--- src/rtl/bitlet_group_accumulator.sv ---
// bitlet_group_accumulator
//   Sums a group of signed aligned partial sums from the Bitlet PE datapath
//   into one wide accumulator. When the group is complete, it emits the sum and
//   the group's max exponent as a single-cycle valid pulse to the float32 packer.
//   There is no backpressure.
//
// Optional feature macro: BITLET_ACC_SAT_EN
//   defined   -> the accumulator saturates on overflow, then keeps accumulating
//   undefined -> the accumulator wraps (two's complement)
//   In both builds ovf reports that the group overflowed.
//
// Ports
//   clk, rst_n      clock, asynchronous active-low reset
//   cfg_len         partial sums per group (0 behaves as 1), taken on first psum
//   clr             synchronous abort of the group in progress
//   psum_vld, psum  signed partial sum input, at most one per cycle
//   emax            group max exponent, taken on first psum
//   busy            a group is in progress
//   Aacc_vld, Aacc  group sum pulse and value (value held between pulses)
//   Emax_vld, Emax  copy of Aacc_vld, exponent of the emitted group
//   ovf             group overflow flag, valid with Aacc_vld
module bitlet_group_accumulator #(
  parameter int W_PS  = 24,
  parameter int W_ACC = 40,
  parameter int W_EXS = 9,
  parameter int W_LEN = 12
) (
  input  logic             clk,
  input  logic             rst_n,
  input  logic [W_LEN-1:0] cfg_len,
  input  logic             clr,
  input  logic             psum_vld,
  input  logic [W_PS-1:0]  psum,
  input  logic [W_EXS-1:0] emax,
  output logic             busy,
  output logic             Aacc_vld,
  output logic [W_ACC-1:0] Aacc,
  output logic             Emax_vld,
  output logic [W_EXS-1:0] Emax,
  output logic             ovf
);

  typedef enum logic {IDLE, ACC} state_t;

  state_t                   state, state_nxt;
  logic [W_LEN-1:0]         cnt, cnt_inc, len_q, len_eff;
  logic                     ovf_flag;
  logic signed [W_ACC-1:0]  acc_p0;
  logic [W_EXS-1:0]         emax_q;
  logic signed [W_ACC-1:0]  psum_ext, sum_raw, sum_nxt;
  logic                     ovf_now;
  logic                     start, accept, last;

  function automatic logic add_ovf(input logic signed [W_ACC-1:0] a,
                                   input logic signed [W_ACC-1:0] b,
                                   input logic signed [W_ACC-1:0] s);
    return (a[W_ACC-1] == b[W_ACC-1]) && (s[W_ACC-1] != a[W_ACC-1]);
  endfunction

`ifdef BITLET_ACC_SAT_EN
  function automatic logic signed [W_ACC-1:0] sat_value(input logic neg);
    return neg ? {1'b1, {(W_ACC-1){1'b0}}} : {1'b0, {(W_ACC-1){1'b1}}};
  endfunction
`endif

  assign len_eff  = (cfg_len == '0) ? W_LEN'(1) : cfg_len;
  assign cnt_inc  = cnt + W_LEN'(1);
  assign psum_ext = W_ACC'($signed(psum));
  assign sum_raw  = acc_p0 + psum_ext;
  assign ovf_now  = add_ovf(acc_p0, psum_ext, sum_raw);

`ifdef BITLET_ACC_SAT_EN
  // Both operands share a sign on overflow, so the clamp direction follows acc.
  assign sum_nxt = ovf_now ? sat_value(acc_p0[W_ACC-1]) : sum_raw;
`else
  assign sum_nxt = sum_raw;
`endif

  always_comb begin
    state_nxt = state;
    start     = 1'b0;
    accept    = 1'b0;
    last      = 1'b0;
    case (state)
      IDLE: begin
        if (psum_vld && !clr) begin
          start = 1'b1;
          if (len_eff == W_LEN'(1)) last = 1'b1;
          else                      state_nxt = ACC;
        end
      end
      ACC: begin
        if (clr) begin
          state_nxt = IDLE;
        end else if (psum_vld) begin
          accept = 1'b1;
          if (cnt_inc == len_q) begin
            last      = 1'b1;
            state_nxt = IDLE;
          end
        end
      end
      default: state_nxt = IDLE;
    endcase
  end

  // Stage p0: group control and accumulator
  always_ff @(posedge clk or negedge rst_n) begin
    if (!rst_n) begin
      state    <= IDLE;
      cnt      <= '0;
      len_q    <= '0;
      ovf_flag <= 1'b0;
    end else begin
      state <= state_nxt;
      if (clr) begin
        cnt      <= '0;
        ovf_flag <= 1'b0;
      end else if (start) begin
        cnt      <= W_LEN'(1);
        len_q    <= len_eff;
        ovf_flag <= 1'b0;
      end else if (accept) begin
        cnt      <= last ? '0 : cnt_inc;
        ovf_flag <= ovf_flag | ovf_now;
      end
    end
  end

  always_ff @(posedge clk) begin
    if (clr) begin
      acc_p0 <= '0;
    end else if (start) begin
      acc_p0 <= psum_ext;
      emax_q <= emax;
    end else if (accept) begin
      acc_p0 <= sum_nxt;
    end
  end

  // Stage p1: result register, separate from acc so a new group can start
  // in the same cycle the previous result is presented
  always_ff @(posedge clk or negedge rst_n) begin
    if (!rst_n) begin
      Aacc_vld <= 1'b0;
      Aacc     <= '0;
      Emax     <= '0;
      ovf      <= 1'b0;
    end else begin
      Aacc_vld <= last;
      if (last) begin
        Aacc <= start ? psum_ext : sum_nxt;
        Emax <= start ? emax : emax_q;
        ovf  <= start ? 1'b0 : (ovf_flag | ovf_now);
      end
    end
  end

  assign Emax_vld = Aacc_vld;
  assign busy     = (state == ACC);

endmodule

--- config.mk ---
export PLATFORM = sky130hd
export DESIGN_NAME = bitlet_group_accumulator
export DESIGN_NICKNAME = d
export VERILOG_FILES = /design/src/rtl/bitlet_group_accumulator.sv
export SDC_FILE = /design/constraint.sdc
export NUM_CORES = 1
export LEC_CHECK = 0
export BUFFER_PORTS_ARGS = -buffer_cell sky130_fd_sc_hd__buf_4
export CORE_ASPECT_RATIO = 0.8
export CORE_MARGIN = 2
export CORE_UTILIZATION = 55
export DETAILED_ROUTE_END_ITERATION = 8
export PLACE_DENSITY = 0.87
export SYNTH_ARGS = -nofsm -noshare
export SYNTH_HDL_FRONTEND = slang
export SYNTH_SLANG_ARGS = --single-unit
--- constraint.sdc ---
create_clock -name clk -period 3.9 [get_ports clk]
set_input_delay 0 -clock clk [delete_from_list [all_inputs] [get_ports clk]]
set_output_delay 0 -clock clk [all_outputs]
set_load 0.005 [all_outputs]
==> impl_results.md, run 1 <==
- Initial antenna violation count: 1
- Initial core utilization: 0.566
- Buffers on Ports: around 100
- Total GRT Usage: 0.315
- CP Class: reg -> reg
- CTS Hold Bufs: 42
- VDD IR max: 0.000384 V
- Flop pwr share: 0.352
- CTS max path bufs: 2
- Final ANT Viol Nets: 0
- FFs w/ async S/R, synth: 0.611
- Setup TNS: 0 ns
- Net count after synthesis: 1,074
- RSZ-0062 raised after global routing: no
- Clock transition at path regs: approximately 0.060 ns
- Synth area leaders: dfrtp_1, dfxtp_1, nand2_1, ha_1, nor2_1
- Crit path capture type: flop
- Post-layout nets: 1,190
- Die height: 113 um
- Post-Layout Cell Count: ~1,300
- Net Sw Frac: 0.334
- PostCTS Resize Cnt: 0
- CTS Sinks: 126
- Hold Path Class: in -> reg
- CP Cell Sequence: nand3_1 > nor4_2 > xnor2_1 > nand2_1 > nand4bb_1 > o31a_2 > nor2_1 > a2bb2oi_1
- Post-synth EDFFs: 9
- CP delay by family, top: simple AND/OR/NAND/NOR gates
- Fillcell total: ~1,100
- Largest net degree at the start of global routing: 79
- Lkg Pwr: between 4 and 5 nW
- First DRT Iteration DRCs: 808
- Skew-Pair Late Insertion Delay: 0.44 ns
- Root buf cell: clkbuf_16
- Critical path's slowest cell: o31a_2
- Wirelength per Cell: 18.8 um
- First-pass GRT wire length: approximately 40 mm
- Die width: 140 um
- # rows: 39
- TritonRoute pass-1 iters: 8
- Gpl congestion: 0.946
- Grt ovf: 0
- Max Slew Vio Count: 0
- Avg Inst Size Synth: approximately 8.3 um2
- Post-CTS setup buffers: 0
- Req. time, crit path: 4.20 ns
- CP Launch Type: flop
- H-tree levels: 4
- Area of the multi-input gates: 0.00482 mm2
- Share of Yosys cell area claimed by the top area cell type: 0.236
- Core box area: 0.0144 mm2
- Setup violations, final: 0
- Post-place setup slack: 0.615 ns
- Final min period: 3.38 ns
- Cell area after placement: 0.00899 mm2
- Worst-path maximum fanout: 49
- Share of cells above drive strength 1: 0.159
- Yosys Warn Count: 0
- CP bufs+invs: 0
- Status: finished with violations
- Final WS setup: 0.518 ns
- PwrDens: 428 mW/mm2
- Failing checks: DRC
- Area delta synth->final: 22.9%
- Post-synthesis sequential area ratio: 0.368
- Cells after Synth: 984
- Predominant post-synthesis flop cell: dfrtp_1
- Num CTS Buffers: 17
- Critical Path AT: approximately 3.7 ns
- WL final: ~24 mm
- Post-synthesis cell type count: 70
- Clk network pwr share: 0.387
- Largest area contributor in the netlist: dfrtp_1
- Slowest stage delay, CP: 0.64 ns
- Combinational Power Share: 0.262
- Placed Instances: 1,223
- Io pins: a little over 100
- Number of global-route vias before repair: 7,672
- Switch Pwr: 1.43 mW
- HPWL after DPL: around 16 mm
- Max-slew headroom: 0.319
- Worst Skew: 0.0160 ns
- Flops & latches, synth: 126
- Register Area: 0.00300 mm2
- Fmax: 0.296 GHz
- CTS tree: yes
- Vias per cell: 6.29
- Hold Violations, Final: 0
- # DRC: 4
- Fin area: between 0.01 and 0.015 mm2
- Worst Tran Pin Value: 1.02 ns
- Max_cap viols: 0
- Mapped Area: between 0.008 and 0.009 mm2
- DIE AREA: ~0.016 mm2
- Fin crit share: 0.867
- Internal: 2.85 mW
- Vias after detailed routing: 8,158
metrics by stage:
stage	power [mW]	util	hold slack, ns
after CTS	4.24	0.695	0.000282
after global routing	4.46	0.696	0.0138
final	4.28	0.696	0.00603
after detailed placement	2.57	0.625	0.211
after global placement	2.54	0.625	0.210
after floorplan	2.24	-	-0.296
synth_stat cells (20+ instances only):
| master | instances |
|---|---|
| nor2_1 | 101 |
| nor3_1 | 22 |
| a31oi_1 | 21 |
| nand2_1 | 151 |
| a21oi_1 | 60 |
| a211oi_1 | 36 |
| mux2i_1 | 20 |
| clkbuf_1 | 41 |
| nand3_1 | 25 |
| o21ai_0 | 59 |
| dfrtp_1 | 77 |
| ha_1 | 40 |
| dfxtp_1 | 40 |
| inv_1 | 24 |
state kept, by name, summed over array words and instances (netlist names):
name and cells:
acc_p0 40, Aacc_vld 1, emax_q 9, busy 1
cnt 12, Emax 9, ovf_flag 1, ovf 1
Aacc 40, len_q 12
power by group through the flow:
stage	Combinational (mW)	Clock [mW]	Sequential, mW
6_report	1.12	1.65	1.50
2_1_floorplan	0.736	0	1.51
3_3_place_gp	1.02	0	1.52
3_5_place_dp	1.04	0	1.53
5_1_grt	1.23	1.71	1.52
4_1_cts	1.09	1.65	1.50
cells in the final DEF, fill, tap and decap left out, types with 7 or more instances in the layout:
cell type      Yosys  layout
mux2i_1           20      20
a2bb2oi_1          9       9
inv_6              0       7
buf_4              3     113
inv_1             24      24
a211oi_1          36      36
xnor2_1           14      14
nand2_1          151     150
ha_1              40      40
a311oi_1           8       8
clkbuf_16          0      17
edfxtp_1           9       9
a31oi_1           21      21
dfrtp_1           77      77
or3_1             13      13
mux2_2            14      14
xor2_1            16      16
o211ai_1          16      16
o21ai_0           59      59
nand3_1           25      25
nor2_1           101     100
or2_2              7       7
and2_1             8       8
dlygate4sd3_1      0      42
and3_1             7       7
a21o_1            18      18
o21a_1             9       9
nor4_1             7       7
nor3_1            22      22
nand4_1           10      10
dfxtp_1           40      40
a21oi_1           60      60
per-layer routing:
layer,wire [um],up-vias,share of wire,track usage
met2,10800,448,0.44,0.490
met3,2070,61,0.085,0.0787
met5,0,-,0,0
met1,10800,3828,0.44,0.431
met4,697,0,0.029,0.111
li1,-,3821,-,-
kinds of logic (layout without fill, tap and decap cells):
kind of cell,Yosys count,in the layout,share of synthesized area
simple gates,378,378,0.212
compound gates,292,292,0.238
flops,126,126,0.368
buf+inv,83,212,0.0418
fa+ha+maj,41,41,0.0639
mux,34,34,0.0439
xor+xnor,30,30,0.0322
other cells,0,1,0
worst reg2reg max path: cells and delay by family (launching register included):
family | cells | cell delay [ns]
DFF | 1 | 0.51
and+or+nand+nor | 5 | 1.78
AOI/OAI and AO/OA | 2 | 0.76
xor gates and xnor gates | 1 | 0.20
layout make-up:
| type | count | share of cell area |
|---|---|---|
| Antenna cell | 1 | 0.000250 |
| Clock buffer | 18 | 0.0429 |
| Clock inverter | 14 | 0.0167 |
| Inverter | 25 | 0.00937 |
| Multi-Input combinational cell | 775 | 0.482 |
| Sequential cell | 126 | 0.299 |
| Tap cell | 184 | 0.0230 |
| Timing Repair Buffer | 155 | 0.127 |
final timing paths:
kind / to / cells past startpoint / from / slack [ns]
max: Aacc[34] / 8 / cnt[2] / 0.52
min: Aacc[20] / 4 / psum[20] / 0.006
max reg2reg: Aacc[34] / 8 / cnt[2] / 0.52
min reg2reg: Aacc[28] / 2 / Aacc[28] / 0.48
max in group asynchronous: Aacc[5] / 2 / rst_n / 2.96
min in group asynchronous: len_q[6] / 2 / rst_n / 0.29
No activity file was read; power rests on OpenSTA's default activity.
==> run 2: changes to the inputs <==
--- a/config.mk
+++ b/config.mk
@@ -10,7 +10,7 @@
 export CORE_MARGIN = 2
 export CORE_UTILIZATION = 55
 export DETAILED_ROUTE_END_ITERATION = 8
-export PLACE_DENSITY = 0.87
+export PLACE_DENSITY = 0.72
 export SYNTH_ARGS = -nofsm -noshare
 export SYNTH_HDL_FRONTEND = slang
 export SYNTH_SLANG_ARGS = --single-unit
==> run 2 against run 1 <==
The run still ends with DRC left; critical path depth unchanged; routed wire length down 5.2%; setup slack better by 0.13 ns; sequential share of layout area up 0.14 points; largest cell class unchanged; die area unchanged; critical endpoint is now cnt[10]; non-clock buffer count down 1.
==> impl_results.md, run 2 (same netlist as run 1, synthesis figures left out) <==
- Status: finished with violations (unchanged)
- Failing checks: DRC (unchanged)
- CTS Sinks: 126 (unchanged)
- Final WS setup: 0.649 ns (was 0.518 ns)
- Lkg Pwr: 4.62 nW (was 4.64 nW)
- Biggest regs: Aacc (40), acc_p0 (40) (unchanged)
- Initial core utilization: 0.566 (unchanged)
- Area delta synth->final: 22.3% (was 22.9%)
- Fmax: 0.308 GHz (was 0.296 GHz)
- Final ANT Viol Nets: 0 (unchanged)
- Max Slew Vio Count: 0 (unchanged)
- Total GRT Usage: 0.297 (was 0.315)
- Die width: 140 um (unchanged)
- Setup violations, final: 0 (unchanged)
- First DRT Iteration DRCs: 602 (was 808)
- Buffers on Ports: 101 (unchanged)
- CTS max path bufs: 2 (unchanged)
- Critical Path AT: 3.53 ns (was 3.69 ns)
- Worst-path maximum fanout: 10 (was 49)
- Number of global-route vias before repair: 7,149 (was 7,672)
- Wirelength per Cell: 17.8 um (was 18.8 um)
- Worst setup path start: cnt[0] (was cnt[2])
- Post-place setup slack: 0.744 ns (was 0.615 ns)
- PwrDens: 414 mW/mm2 (was 428 mW/mm2)
- Gpl congestion: 1.04 (was 0.946)
- Final min period: 3.25 ns (was 3.38 ns)
- Num CTS Buffers: 17 (unchanged)
- HPWL after DPL: 16.1 mm (was 15.6 mm)
- Reg2reg path depth: 8 (unchanged)
- Max-slew headroom: 0.288 (was 0.319)
- CP Class: reg -> reg (unchanged)
- # DRC: 6 (was 4)
- R2r setup slk: 0.65 ns (was 0.52 ns)
- Share of cells above drive strength 1: 0.160 (was 0.159)
- Io pins: 102 (unchanged)
- Worst Skew: 0.00853 ns (was 0.0160 ns)
- TritonRoute pass-1 iters: 9 (was 8)
- Slowest stage delay, CP: 0.68 ns (was 0.64 ns)
- Initial antenna violation count: 0 (was 1)
- Placed Instances: 1,224 (was 1,223)
- First-pass GRT wire length: 37.7 mm (was 39.6 mm)
- # diodes: 0 (was 1)
- Most common cell after layout, fill and taps aside: nand2_1 (unchanged)
- Critical path's slowest cell: o31ai_2 (was o31a_2)
- Skew-Pair Late Insertion Delay: 0.43 ns (was 0.44 ns)
- WL final: 23.1 mm (was 24.4 mm)
- Crit path capture type: flop (unchanged)
- Clock transition at path regs: 0.06 ns (about the same)
- Fin crit share: 0.834 (was 0.867)
- Largest net degree at the start of global routing: 78 (was 79)
- Hold Path Class: in -> reg (unchanged)
- Max_cap viols: 0 (unchanged)
- RSZ-0062 raised after global routing: no (unchanged)
- Layout Utilization: 0.692 (was 0.696)
- R2R Path End: cnt[10] (was Aacc[34])
- Post-CTS setup buffers: 0 (unchanged)
- CTS tree: yes (unchanged)
- Req. time, crit path: 4.18 ns (was 4.20 ns)
- R2R Path Start: cnt[0] (was cnt[2])
- VDD IR max: 0.000327 V (was 0.000384 V)
- Core box area: 0.0144 mm2 (unchanged)
- Grt ovf: 0 (unchanged)
- Total power: 4.12 mW (was 4.28 mW)
- Post-Layout Cell Count: 1,296 (was 1,298)
- CP Launch Type: flop (unchanged)
- Vias after detailed routing: 7,791 (was 8,158)
- DIE AREA: 0.0158 mm2 (unchanged)
- CP Cell Sequence: ha_1 > xor2_1 > a2111oi_0 > o21ai_0 > nand4bb_1 > o31ai_2 > o32a_1 > o41ai_1 (was nand3_1 > nor4_2 > xnor2_1 > nand2_1 > nand4bb_1 > o31a_2 > nor2_1 > a2bb2oi_1)
- Commonest non-fill, non-tap cells in the layout: nand2_1, buf_4, nor2_1, dfrtp_1, a21oi_1 (unchanged)
- Setup TNS: 0 ns (unchanged)
- Worst Tran Pin Value: 1.06 ns (was 1.02 ns)
- Vias per cell: 6.01 (was 6.29)
- Die height: 113 um (unchanged)
- CP endpoint: cnt[10] (was Aacc[34])
- Root buf cell: clkbuf_16 (unchanged)
- # rows: 39 (unchanged)
- H-tree levels: 4 (unchanged)
- Post-layout nets: 1,189 (was 1,190)
- Hold Violations, Final: 0 (unchanged)
==> run 2: cell count changes in the layout (fill, tap and decap cells not counted) <==
cell and change:
inv_8 +1, clkbuf_1 -1, bufinv_16 -2, dlygate4sd3_1 -2, clkinv_1 +1, buf_12 +1
clkinv_4 -1, diode_2 -1, clkinvlp_4 +3, inv_6 -1
==> run 2: final cells by class <==
class	count	area, um2
inverter	25	93.8
timing repair buffer	154	1270
clock inverter	15	128
sequential	126	3000
clock buffer	17	425
fill	1189	4430
tap	184	230
multi-input combinational	775	4820
==> run 2: per-stage QoR <==
step | area [um2] | hold WS [ns]
global placement | 9010 | -0.0124
global route | 9970 | 0.0296
detailed placement | 9010 | -0.00579
floorplan | 8150 | -0.296
finish | 9970 | 0.00113
CTS | 9970 | 0.00000311
==> run 2: metal layers <==
metal,track usage,vias to the layer above,share of wire
li1,-,3837,-
met2,0.424,290,0.40
met4,0.0586,0,0.011
met3,0.0787,29,0.087
met1,0.456,3635,0.50
met5,0,-,0
==> run 2: worst max-delay path, delay by kind of cell, from the launching register on <==
family	cells	cell delay [ns]
xor gates and xnor gates	1	0.17
DFF	1	0.45
and+or+nand+nor	1	0.28
AOI/OAI and AO/OA	5	1.86
adders and majority gates	1	0.35
==> run 2: how the worst min path moves through the flow <==
stage                  start        end  slack (ns)  cells after the start
floorplan              rst_n    Aacc[0]       -0.30                      0
global placement       rst_n  len_q[11]       -0.01                      1
detailed placement     rst_n  len_q[11]      -0.006                      1
CTS                 psum[10]   Aacc[10]    0.000003                      5
global route        psum[10]   Aacc[10]        0.03                      5
finish              psum[10]   Aacc[10]       0.001                      5
==> run 2: report_power, final <==
part | internal, mW | switching, mW | leakage [nW]
Sequential | 1.42 | 0.0739 | 1.47
Clock | 0.833 | 0.677 | 0.257
Combinational | 0.462 | 0.650 | 2.88
Total | 2.72 | 1.40 | 4.62
==> run 2: timing repair <==
action	in CTS	in global routing
resized for setup	0	0
hold buffers	40	0
endpoints found under the hold margin	88	0
==> run 3: changes to the inputs <==
==> constraint.sdc (replaced) <==
create_clock -name clk -period 3 [get_ports clk]
set_input_delay 0 -clock clk [delete_from_list [all_inputs] [get_ports clk]]
set_output_delay 0 -clock clk [all_outputs]
set_load 0.005 [all_outputs]
==> run 3 against run 2 <==
The flow still finishes with violations (DRC); largest power group unchanged; flip-flop and latch count did not move; die area did not move; final cell count rose by 3.4%; clock power rose by 37%; via count rose by 3.5%; critical endpoint is now Aacc[38]; utilization rose by 3.0 points; combinational power rose by 39%; fmax rose by 13%; setup slack got worse by 0.53 ns.
==> impl_results.md, run 3 (same netlist as run 1, synthesis figures left out) <==
- Layout Utilization: 0.723 (was 0.692)
- Req. time, crit path: 3.35 ns (was 4.18 ns)
- Share of cells above drive strength 1: 0.201 (was 0.160)
- Worst-path maximum fanout: 8 (was 10)
- Worst Hold Path EP: Aacc[18] (was Aacc[10])
- Crit path capture type: flop (unchanged)
- Hold Path Class: in -> reg (unchanged)
- RSZ-0062 raised after global routing: yes (was no)
- Buffers on Ports: 101 (unchanged)
- Reg2reg path depth: 9 (was 8)
- First-pass GRT wire length: 39.9 mm (was 37.7 mm)
- Internal: 3.68 mW (was 2.72 mW)
- Clock transition at path regs: 0.07 ns (was 0.06 ns)
- HPWL after DPL: 17.0 mm (was 16.1 mm)
- Area delta synth->final: 27.7% (was 22.3%)
- Fin crit share: 0.960 (was 0.834)
- Number of global-route vias before repair: 7,604 (was 7,149)
- Max_cap viols: 0 (unchanged)
- Final ANT Viol Nets: 0 (unchanged)
- CP Launch Type: flop (unchanged)
- WL final: 24.3 mm (was 23.1 mm)
- Max Slew Vio Count: 0 (unchanged)
- Root buf cell: clkbuf_16 (unchanged)
- Grt ovf: 0 (unchanged)
- Status: finished with violations (unchanged)
- Setup violations, final: 0 (unchanged)
- CTS Sinks: 126 (unchanged)
- Fmax: 0.347 GHz (was 0.308 GHz)
- VDD IR max: 0.000394 V (was 0.000327 V)
- Flop pwr share: 0.351 (was 0.364)
- Area of the multi-input gates: 0.00487 mm2 (was 0.00482 mm2)
- Lkg Pwr: 4.86 nW (was 4.62 nW)
- # DRC: 6 (unchanged)
- Fin area: 0.0104 mm2 (was 0.00997 mm2)
- Hold Violations, Final: 0 (unchanged)
- Vias after detailed routing: 8,060 (was 7,791)
- Largest net degree at the start of global routing: 78 (unchanged)
- CTS max path bufs: 2 (unchanged)
- Gpl congestion: 1.02 (was 1.04)
- Final min period: 2.88 ns (was 3.25 ns)
- Commonest non-fill, non-tap cells in the layout: buf_4, nand2_1, nor2_1, dfrtp_1, o21ai_0 (was nand2_1, buf_4, nor2_1, dfrtp_1, a21oi_1)
- Hold Path Depth: 4 (was 5)
- Critical Path AT: 3.22 ns (was 3.53 ns)
- R2R Path End: Aacc[38] (was cnt[10])
- Clk network pwr share: 0.372 (was 0.366)
- TritonRoute pass-1 iters: 9 (unchanged)
- Final WS setup: 0.121 ns (was 0.649 ns)
- # rows: 39 (unchanged)
- Switch Pwr: 1.88 mW (was 1.40 mW)
- DIE AREA: 0.0158 mm2 (unchanged)
- Post-place setup slack: -0.0104 ns (was 0.744 ns)
- Combinational Power Share: 0.277 (was 0.270)
- Cell area after placement: 0.00931 mm2 (was 0.00901 mm2)
- Max-slew headroom: 0.417 (was 0.288)
- First DRT Iteration DRCs: 595 (was 602)
- R2r setup slk: 0.12 ns (was 0.65 ns)
- Wirelength per Cell: 18.1 um (was 17.8 um)
- R2R Path Start: acc_p0[11] (was cnt[0])
- Skew-Pair Late Insertion Delay: 0.43 ns (about the same)
- CP Class: reg -> reg (unchanged)
- Io pins: 102 (unchanged)
- Core box area: 0.0144 mm2 (unchanged)
- Failing checks: DRC (unchanged)
- Initial core utilization: 0.566 (unchanged)
- Die width: 140 um (unchanged)
- # diodes: 0 (unchanged)
- Die height: 113 um (unchanged)
- Initial antenna violation count: 0 (unchanged)
- Total power: 5.56 mW (was 4.12 mW)
- Num CTS Buffers: 17 (unchanged)
- PwrDens: 534 mW/mm2 (was 414 mW/mm2)
- Biggest regs: Aacc (40), acc_p0 (40) (unchanged)
- Post-layout nets: 1,233 (was 1,189)
- H-tree levels: 4 (unchanged)
- Hold Worst Slack: 0.0232 ns (was 0.00113 ns)
- Worst Skew: 0.0174 ns (was 0.00853 ns)
- Worst Tran Pin Value: 0.875 ns (was 1.06 ns)
- Most common cell after layout, fill and taps aside: buf_4 (was nand2_1)
- CTS tree: yes (unchanged)
- Worst hold start: psum[18] (was psum[10])
- Net Sw Frac: 0.338 (was 0.340)
- Fillcell total: 1,154 (was 1,189)
- Vias per cell: 6.01 (about the same)
- Total GRT Usage: 0.317 (was 0.297)
- Register Area: 0.00300 mm2 (about the same)
-- run 3: routing by layer --
layer	vias up	track usage	routed length (um)
li1	3927	-	-
met1	3804	0.477	12100
met2	302	0.458	10000
met3	27	0.0762	1850
met4	0	0.0828	328
met5	-	0	0
-- run 3: how the worst max path moves through the flow --
| stage | to | from | cells past startpoint |
|---|---|---|---|
| final | Aacc[38] | acc_p0[11] | 9 |
| after global routing | acc_p0[22] | acc_p0[0] | 11 |
| after CTS | Aacc[26] | cnt[0] | 8 |
| after detailed placement | acc_p0[36] | acc_p0[0] | 11 |
| after global placement | ovf_flag | acc_p0[14] | 9 |
| after floorplan | Emax[6] | cnt[0] | 9 |
-- run 3: what timing repair did --
| item | CTS | global route |
|---|---|---|
| hold endpoints to repair | 118 | 0 |
| resized for setup | 1 | 15 |
| pin swaps | 0 | 3 |
| buffers inserted | 0 | 6 |
| setup endpoints to repair | 1 | 64 |
| hold buffers | 42 | 0 |
-- run 3: per-stage QoR --
stage	instances	setup TNS [ns]
after global routing	1340	-0.0536
after detailed placement	1260	-0.0104
after global placement	1260	0
after floorplan	984	0
after CTS	1334	0
final	1340	0
-- run 3: final cells by class --
cell class	instances	share of cell area
Multi-Input combinational cell	775	0.469
Sequential cell	126	0.288
Timing Repair Buffer	198	0.157
Clock buffer	18	0.0413
Tap cell	184	0.0221
Clock inverter	14	0.0141
Inverter	25	0.00902
-- run 3: worst max-delay path, stage by stage, from the launching register on --
cell	delay, ns
dfxtp_1	0.32
ha_1	0.38
a21o_1	0.22
a311oi_1	0.46
nor2_1	0.08
nor3_1	0.24
nand3_1	0.25
a31oi_2	0.32
mux2_2	0.38
a2bb2oi_1	0.15
-- run 3: power by group through the flow --
stage	registers, mW	logic [mW]	clock network, mW
finish	1.95	1.54	2.07
global route	1.96	1.70	2.16
CTS	1.95	1.49	2.08
detailed placement	1.98	1.43	0
global placement	1.97	1.43	0
floorplan	1.96	0.957	0
